**src/rtl/trig_pkg.sv**
```systemverilog
// ============================================================================
// Module : trig_pkg
// Brief  : Shared FSM encoding and default widths for the echo capture block.
// Rev    : 1.0  initial release
// ============================================================================
`default_nettype none

package trig_pkg;

    localparam int C_DELAY_W = 16;
    localparam int C_WIDTH_W = 12;

    typedef enum logic [2:0] {
        IDLE      = 3'b001,
        WAIT_ECHO = 3'b010,
        MEASURE   = 3'b100
    } state_t;

endpackage

`default_nettype wire

```
**src/rtl/sync_edge.sv**
```systemverilog
// ============================================================================
// Module : sync_edge
// Brief  : Multi-flop synchroniser followed by an edge register with
//          combinational rise/fall pulses.
// Rev    : 1.0  initial release
// ============================================================================
`default_nettype none

module sync_edge #(
    parameter int SYNC_STAGES = 2
) (
    input  logic i_clk,
    input  logic i_rst,
    input  logic i_d,
    output logic o_rise,
    output logic o_fall
);

    logic [SYNC_STAGES-1:0] r_sync;
    logic                   r_edge;

    // Preset to 1 so an input already high at reset release gives no rise.
    always_ff @(posedge i_clk or posedge i_rst) begin
        if (i_rst) begin
            r_sync <= '1;
            r_edge <= 1'b1;
        end else begin
            r_sync <= {r_sync[SYNC_STAGES-2:0], i_d};
            r_edge <= r_sync[SYNC_STAGES-1];
        end
    end

    assign o_rise =  r_sync[SYNC_STAGES-1] & ~r_edge;
    assign o_fall = ~r_sync[SYNC_STAGES-1] &  r_edge;

endmodule

`default_nettype wire

```
**src/rtl/echo_capture.sv**
```systemverilog
// ============================================================================
// Module : echo_capture
// Brief  : Measures trigger-to-echo delay and echo pulse width in clock counts.
// Rev    : 1.0  initial release
// ============================================================================
`default_nettype none

module echo_capture
    import trig_pkg::*;
#(
    parameter int SYNC_STAGES = 2,
    parameter int DELAY_W     = C_DELAY_W,
    parameter int WIDTH_W     = C_WIDTH_W
) (
    input  logic               i_clk100M,
    input  logic               i_rst,
    input  logic               i_trig,
    input  logic               i_echo,
    input  logic [DELAY_W-1:0] i_window,
    output logic [DELAY_W-1:0] o_delay,
    output logic [WIDTH_W-1:0] o_width,
    output logic               o_sat,
    output logic               o_valid,
    output logic               o_timeout,
    output logic               o_busy
);

    logic               w_trig_rise;
    logic               w_echo_rise;
    logic               w_echo_fall;

    state_t             r_state;
    logic [DELAY_W-1:0] r_window;
    logic [DELAY_W-1:0] r_delay_cnt;
    logic [DELAY_W-1:0] r_delay_lat;
    logic [WIDTH_W-1:0] r_width_cnt;
    logic [DELAY_W-1:0] r_delay;
    logic [WIDTH_W-1:0] r_width;
    logic               r_sat;
    logic               r_valid;
    logic               r_timeout;

    sync_edge #(.SYNC_STAGES(SYNC_STAGES)) u_sync_trig (
        .i_clk  (i_clk100M),
        .i_rst  (i_rst),
        .i_d    (i_trig),
        .o_rise (w_trig_rise),
        .o_fall ()
    );

    sync_edge #(.SYNC_STAGES(SYNC_STAGES)) u_sync_echo (
        .i_clk  (i_clk100M),
        .i_rst  (i_rst),
        .i_d    (i_echo),
        .o_rise (w_echo_rise),
        .o_fall (w_echo_fall)
    );

    always_ff @(posedge i_clk100M or posedge i_rst) begin
        if (i_rst) begin
            r_state     <= IDLE;
            r_window    <= '0;
            r_delay_cnt <= '0;
            r_delay_lat <= '0;
            r_width_cnt <= '0;
            r_delay     <= '0;
            r_width     <= '0;
            r_sat       <= 1'b0;
            r_valid     <= 1'b0;
            r_timeout   <= 1'b0;
        end else begin
            r_window  <= i_window;
            r_valid   <= 1'b0;
            r_timeout <= 1'b0;
            case (r_state)
                IDLE: begin
                    if (w_trig_rise) begin
                        r_delay_cnt <= DELAY_W'(1);
                        r_state     <= WAIT_ECHO;
                    end
                end
                WAIT_ECHO: begin
                    // Echo is checked first so it wins over a coincident window match.
                    if (w_echo_rise) begin
                        r_delay_lat <= r_delay_cnt;
                        r_width_cnt <= WIDTH_W'(1);
                        r_state     <= MEASURE;
                    end else if ((r_window != '0) && (r_delay_cnt == r_window)) begin
                        r_timeout <= 1'b1;
                        r_state   <= IDLE;
                    end else if (r_delay_cnt != '1) begin
                        r_delay_cnt <= r_delay_cnt + DELAY_W'(1);
                    end
                end
                MEASURE: begin
                    if (w_echo_fall) begin
                        r_delay <= r_delay_lat;
                        r_width <= r_width_cnt;
                        r_sat   <= (r_width_cnt == '1);
                        r_valid <= 1'b1;
                        r_state <= IDLE;
                    end else if (r_width_cnt != '1) begin
                        r_width_cnt <= r_width_cnt + WIDTH_W'(1);
                    end
                end
                default: r_state <= IDLE;
            endcase
        end
    end

    assign o_delay   = r_delay;
    assign o_width   = r_width;
    assign o_sat     = r_sat;
    assign o_valid   = r_valid;
    assign o_timeout = r_timeout;
    assign o_busy    = (r_state != IDLE);

endmodule

`default_nettype wire
```
**config.mk**
```make
export PLATFORM = sky130hd
export DESIGN_NAME = echo_capture
export DESIGN_NICKNAME = d
export VERILOG_FILES = /design/src/rtl/trig_pkg.sv /design/src/rtl/sync_edge.sv /design/src/rtl/echo_capture.sv
export SDC_FILE = /design/constraint.sdc
export NUM_CORES = 1
export LEC_CHECK = 0
export ABC_AREA = 1
export BUFFER_PORTS_ARGS = -buffer_cell sky130_fd_sc_hd__buf_4
export CELL_PAD_IN_SITES_DETAIL_PLACEMENT = 1
export CELL_PAD_IN_SITES_GLOBAL_PLACEMENT = 1
export CORE_ASPECT_RATIO = 1.25
export CORE_MARGIN = 10
export CORE_UTILIZATION = 39
export DETAILED_ROUTE_END_ITERATION = 7
export PLACE_DENSITY = 0.81
export SLEW_MARGIN = 20
export SYNTH_ARGS = -nofsm -noshare
export SYNTH_HDL_FRONTEND = slang
export SYNTH_SLANG_ARGS = --single-unit
```
**constraint.sdc**
```tcl
create_clock -name i_clk100M -period 2.83 [get_ports i_clk100M]
set_input_delay 0.283 -clock i_clk100M [delete_from_list [all_inputs] [get_ports i_clk100M]]
set_output_delay 0.283 -clock i_clk100M [all_outputs]
set_load 0.005 [all_outputs]
```
Yosys cells after proc, flatten, opt, wreduce, memory -nomap -nowiden
Cells that the tools add are included.
- output and inout port bits: 32
- input bits: 20
- flip-flop bits (word level): 100
- logic and storage cells: 67
- equality and inequality tests: 17
- mux-type cells: 19
- bitwise logic cells: 6
- reduce and logical (&&, ||, !) cells: 9
- add/sub/neg operators: 2
- operator list (kind ; count):
    2-to-1 mux 16 bit ; 4
    2-to-1 mux 12 bit ; 3
    case mux 16 bit (2 select lines) ; 1
    case mux 12 bit (2 select lines) ; 1
    adder 16 x 1 -> 16 bit (second input constant) ; 1
    equality test 16 bit ; 1
    != test 16 bit (second input constant) ; 1
    nonzero test 16 bit ; 1
    adder 12 x 1 -> 12 bit (second input constant) ; 1
    equality test 12 bit (second input constant) ; 1
    2-to-1 mux 3 bit ; 4
    != test 12 bit (second input constant) ; 1
    != test 2 bit (second input constant) ; 5
    case mux 3 bit (3 select lines) ; 1
    != test 2 x 1 -> 1 bit (second input constant) ; 3
    2-to-1 mux 1 bit ; 5
    AND reduction 5 bit ; 1
    AND reduction 2 bit ; 2
    AND reduction 4 bit ; 1
    nonzero test 2 bit ; 2
    AND 1 bit ; 3
    equality test 3 x 1 -> 1 bit (second input constant) ; 1
    equality test 3 x 2 -> 1 bit (second input constant) ; 1
    equality test 3 bit (second input constant) ; 1
    other kinds (5) ; 7

Depth between registers and ports, before layout
- depth in word-level cells: 5
- mapped depth: 14
- mapped depth without buffers: 12

Modules after synthesis
Synthesis repeated with hierarchy kept, for this count alone.
- cells, all modules: 580
- area, all modules: 4697.0 µm²
- modules (own cells, without submodules) (module ; cells each ; times used ; area each (µm²) ; sequential area each (µm²)):
    echo_capture ; 564 ; 1 ; 4501.8 ; 2353.5
    sync_edge ; 8 ; 2 ; 97.6 ; 78.8

Least setup slack after synthesis
No wires, ideal clock.
- kind: flip-flop to flip-flop
- start point: reg r_delay_cnt[0]
- end point: reg r_delay_cnt[13]
- clock period less this slack: 1.595 ns
- stages on the path, launching flop included: 12
- arrival: 1.479 ns
- required time: 2.713 ns
- buffers on the path: 1
- setup slack: 1.235 ns
- setup time: 0.117 ns
- cell sequence: dfrtp_1 -> ha_1 -> nand2_1 -> inv_1 -> nand3_1 -> nor2_2 -> nand4_1 -> nand2_1 -> nand2_2 -> buf_2 -> nand3_1 -> nand2_1
- cells in the longest elaborated chain, start to end: 5
- elaborated cells between the ends (all ways): 11
- classes of those cells: 1 x add/sub; 4 x eq/ne; 4 x mux; 2 x reduce/logical
- RTL lines (item ; RTL line ; RTL):
    start: declaration ; echo_capture.sv:34 ; logic [DELAY_W-1:0] r_delay_cnt;
    start signal: assignment ; echo_capture.sv:92 ; r_delay_cnt <= r_delay_cnt + DELAY_W'(1);
    adder 16 x 1 -> 16 bit ; echo_capture.sv:92 ;
    2-to-1 mux 16 bit ; echo_capture.sv:91 ; end else if (r_delay_cnt != '1) begin
    2-to-1 mux 16 bit ; echo_capture.sv:88 ; end else if ((r_window != '0) && (r_delay_cnt == r_window)) begin
    2-to-1 mux 16 bit ; echo_capture.sv:84 ; if (w_echo_rise) begin
    case mux 16 bit (2 select lines) ; echo_capture.sv:75 ; case (r_state)
Parallel ways exist; a longest one is shown, timed or not. The select of a mux whose other input is x is not followed.
A chain may end at the register's enable or synchronous reset.

Worst setup path in the final report
- start point: reg r_state[2]
- end point: reg r_width_cnt[3]
- cells in the longest elaborated chain, start to end: 3
- elaborated cells between the ends (all ways): 8
- classes of those cells: 5 x eq/ne; 1 x mux; 2 x reduce/logical
- RTL lines (item ; RTL line ; RTL):
    start: declaration ; echo_capture.sv:32 ; state_t r_state;
    start signal: assignment ; echo_capture.sv:61 ; r_state <= IDLE;
    start signal: assignment ; echo_capture.sv:79 ; r_state <= WAIT_ECHO;
    start signal: assignment ; echo_capture.sv:87 ; r_state <= MEASURE;
    equality test 3 x 2 -> 1 bit / equality test 3 bit (equally long branches) ; echo_capture.sv:75 ;
    != test 2 x 1 -> 1 bit (no line), or another cell as far along ; - ;
    AND reduction 4 bit (no line) ; - ;
    end signal: assignment ; echo_capture.sv:103 ; r_width_cnt <= r_width_cnt + WIDTH_W'(1);
    end: declaration ; echo_capture.sv:36 ; logic [WIDTH_W-1:0] r_width_cnt;
Parallel ways exist; a longest one is shown, timed or not.

==> results.py <==
metrics = {
    "layout": {
        "fin_nets": 660,
        "drive_above_1_share": 0.142,
        "antenna_cells": 0,
        "final_area_um2": 5520,
        "nFillCells": 1454,
        "syn_to_final_growth_pct": 18.5,
    },
    "worst_setup_path": {
        "r2r-start": "r_state[2]",
        "cp-end-kind": "flip-flop",
        "crit_buf_inv": 1,
        "timing.critical_path.from": "r_state[2]",
        "reg2reg_depth": 9,
        "cpLargestDelayFamily": "simple AND/OR/NAND/NOR gates",
        "critPathMaxFanout": 13,
        "arrival_ns": 2.61,
        "cpPeakStageDelay_ns": 0.51,
        "cp_num_cells": 9,
        "cp_cell_sequence": "nor3_4 -> nand2_1 -> nand2_1 -> nand2_1 -> nand2_2 -> inv_2 -> o21ai_0 -> nand2_1 -> nor2_1",
        "crit_path_top_delay_cell": "nor3_4",
        "required_ns": 3.11,
        "crit_top_cell": "nand2_1",
        "start_kind": "flip-flop",
        "path_class": "reg2reg",
    },
    "synth": {
        "yosys.cell_types.count": 28,
        "ys_seq_area_frac": 0.539,
        "synth-edff-count": 0,
        "syn_area_um2": 4660,
        "syn-instance-count": 588,
        "ys_ff_latch": 100,
        "syn_area_per_cell_um2": 7.93,
        "synthFlopType": "dfrtp_1",
        "synth_top_area_share": 0.499,
        "yosys-top-cells-area": "dfrtp_1, nand2_1, inv_1",
        "yosysTopAreaCell": "dfrtp_1",
        "synth_fp_nets": 610,
        "yosysWarnings": 0,
        "postSynth.asyncResetShare": 1.00,
    },
    "grt": {
        "grtUsageTotal": 0.154,
        "grt_antenna_before_repair": 0,
        "grt_max_degree": 45,
        "grt_overflow": 0,
        "grt_pass1_vias": 4449,
        "grt_pass1_wl_um": 21200,
    },
    "drt": {
        "vias": 4069,
        "drt_iter0_markers": 219,
        "post_drt_via_cell_ratio": 5.06,
        "routed_wirelength_um": 12700,
        "drt-pass1-iter-count": 4,
        "wl_per_cell_um": 15.8,
        "drc": 0,
        "ant_nets": 0,
    },
    "run_status": {
        "status": "complete, no violations",
    },
    "sta": {
        "tightest_slew_ns": 0.947,
        "finalSetupViolCount": 0,
        "timing.final.crit_share": 0.825,
        "slew_headroom": 0.368,
        "hold_viol": 0,
        "worst_clock_skew_ns": 0.00730,
        "min_period_ns": 2.33,
        "max_freq_mhz": 428,
        "holdWs_ns": 0.0366,
        "grt_setup_unrepaired": "false",
        "finalSetupTns_ns": 0,
        "fin_ws_ns": 0.495,
        "finalMaxSlewViolations": 0,
    },
    "placed_design": {
        "place_area_um2": 5220,
        "gp_congestion": 0.848,
        "port_buffers": 51,
        "detailedPlace.worstSlack_ns": 0.545,
        "dp_hpwl_um": 9690,
    },
    "cts": {
        "cts_setup_buffers": 0,
        "clk_pin_slew_ns": 0.07,
        "cts_hold_buf": 0,
        "cts_tree": "yes",
        "numCtsBuffers": 9,
        "clock_sinks": 100,
        "worstSkewPairLatency_ns": 0.35,
        "post_cts_resized": 0,
        "cts_buffer_depth": 2,
        "root_buffer": "clkbuf_16",
        "htreeDepth": 3,
    },
    "hold_path": {
        "hold_class": "in2reg",
        "hp-start": "i_window[7]",
        "hold_depth": 1,
    },
    "floorplan": {
        "initial_core_util": 0.399,
        "pin_count": 52,
        "fp.coreArea_um2": 11700,
        "die_w_um": 118,
        "num_rows": 44,
        "die_area_um2": 16800,
        "die_y_um": 142,
    },
    "pwr": {
        "p_per_area_nw_per_um2": 630,
        "vdd_drop_max_v": 0.000339,
        "p_leak_nw": 2.76,
    },
    "flow_run": {
        "drv_cap": 0,
    },
}
## sequential cells by signal, summed over array words and instances, names as in the netlist
name                flops
u_sync_echo.r_edge      1
r_window               16
u_sync_trig.r_edge      1
r_delay_cnt            16
u_sync_echo.r_sync      2
r_state                 3
r_delay_lat            16
r_width_cnt            12
o_delay                16
o_timeout               1
o_sat                   1
u_sync_trig.r_sync      2
o_valid                 1
o_width                12
## worst paths after layout
path	endpoint	slack [ns]
min	r_window[7]	0.04
min reg2reg	u_sync_trig.r_sync[1]	0.36
max	r_width_cnt[3]	0.50
max in group asynchronous	u_sync_trig.r_sync[0]	1.90
max reg2reg	r_width_cnt[3]	0.50
min in group asynchronous	o_width[7]	0.14
## report_power, final
part / leakage [nW] / internal (mW) / switching (mW)
logic: 1.29 / 0.178 / 0.434
clock network: 0.146 / 0.713 / 0.548
registers: 1.33 / 1.52 / 0.0852
## metal layers
layer / wire length, µm / up-vias / global-route usage
met5: 0 / - / 0
met4: 363 / 0 / 0.0724
met3: 412 / 25 / 0.0270
met2: 6820 / 83 / 0.289
met1: 5090 / 2024 / 0.166
li1: - / 1937 / -
## final cells by class
class | instances | area [µm²] | share of cell area
Multi-Input combinational cell | 405 | 1820 | 0.330
Timing Repair Buffer | 56 | 433 | 0.0784
Inverter | 66 | 251 | 0.0455
Clock inverter | 5 | 60.1 | 0.0109
Sequential cell | 100 | 2510 | 0.455
Tap cell | 161 | 201 | 0.0365
Clock buffer | 11 | 243 | 0.0440
## synth_stat cells (3+ instances only)
cell type  count
nand4_1       15
nor2_1        54
nand2_1      215
o21ai_0       44
buf_2          5
clkbuf_1      10
nand2_2        3
nor3_1        11
dfstp_2        7
xor2_1         8
dfrtp_1       93
inv_1         64
o21ai_1        3
a21oi_1        6
nand3_1       30
## worst register-to-register path: cells and delay by family (launching register included)
family	cells	cell delay, ns
buffers and inverters	1	0.12
AOI/OAI and AO/OA	1	0.20
and+or+nand+nor	7	1.49
DFF	1	0.44
## placed cells by master, fill, tap and decap left out, types with 6 or more instances in the layout
master     count
a21oi_1        6
buf_4         55
clkbuf_16      9
dfrtp_1       93
dfstp_2        7
inv_1         63
nand2_1      215
nand3_1       30
nand4_1       15
nor2_1        54
nor3_1        11
o21ai_0       44
xor2_1         8
## logic make-up after synthesis
kind of cell	count (synthesis)	synth area share
simple gates	336	0.304
flops	100	0.539
buf+inv	83	0.0701
compound gates	57	0.0634
xor+xnor	10	0.0188
fa+ha+maj	2	0.00537
## stage by stage
step	utilization	instances	total power [mW]
after floorplan	-	588	2.06
after global placement	0.447	788	2.20
after detailed placement	0.447	788	2.24
after CTS	0.473	804	3.51
after global routing	0.473	804	3.66
final	0.473	804	3.48
Note: power is estimated with default switching activity, not from simulation.
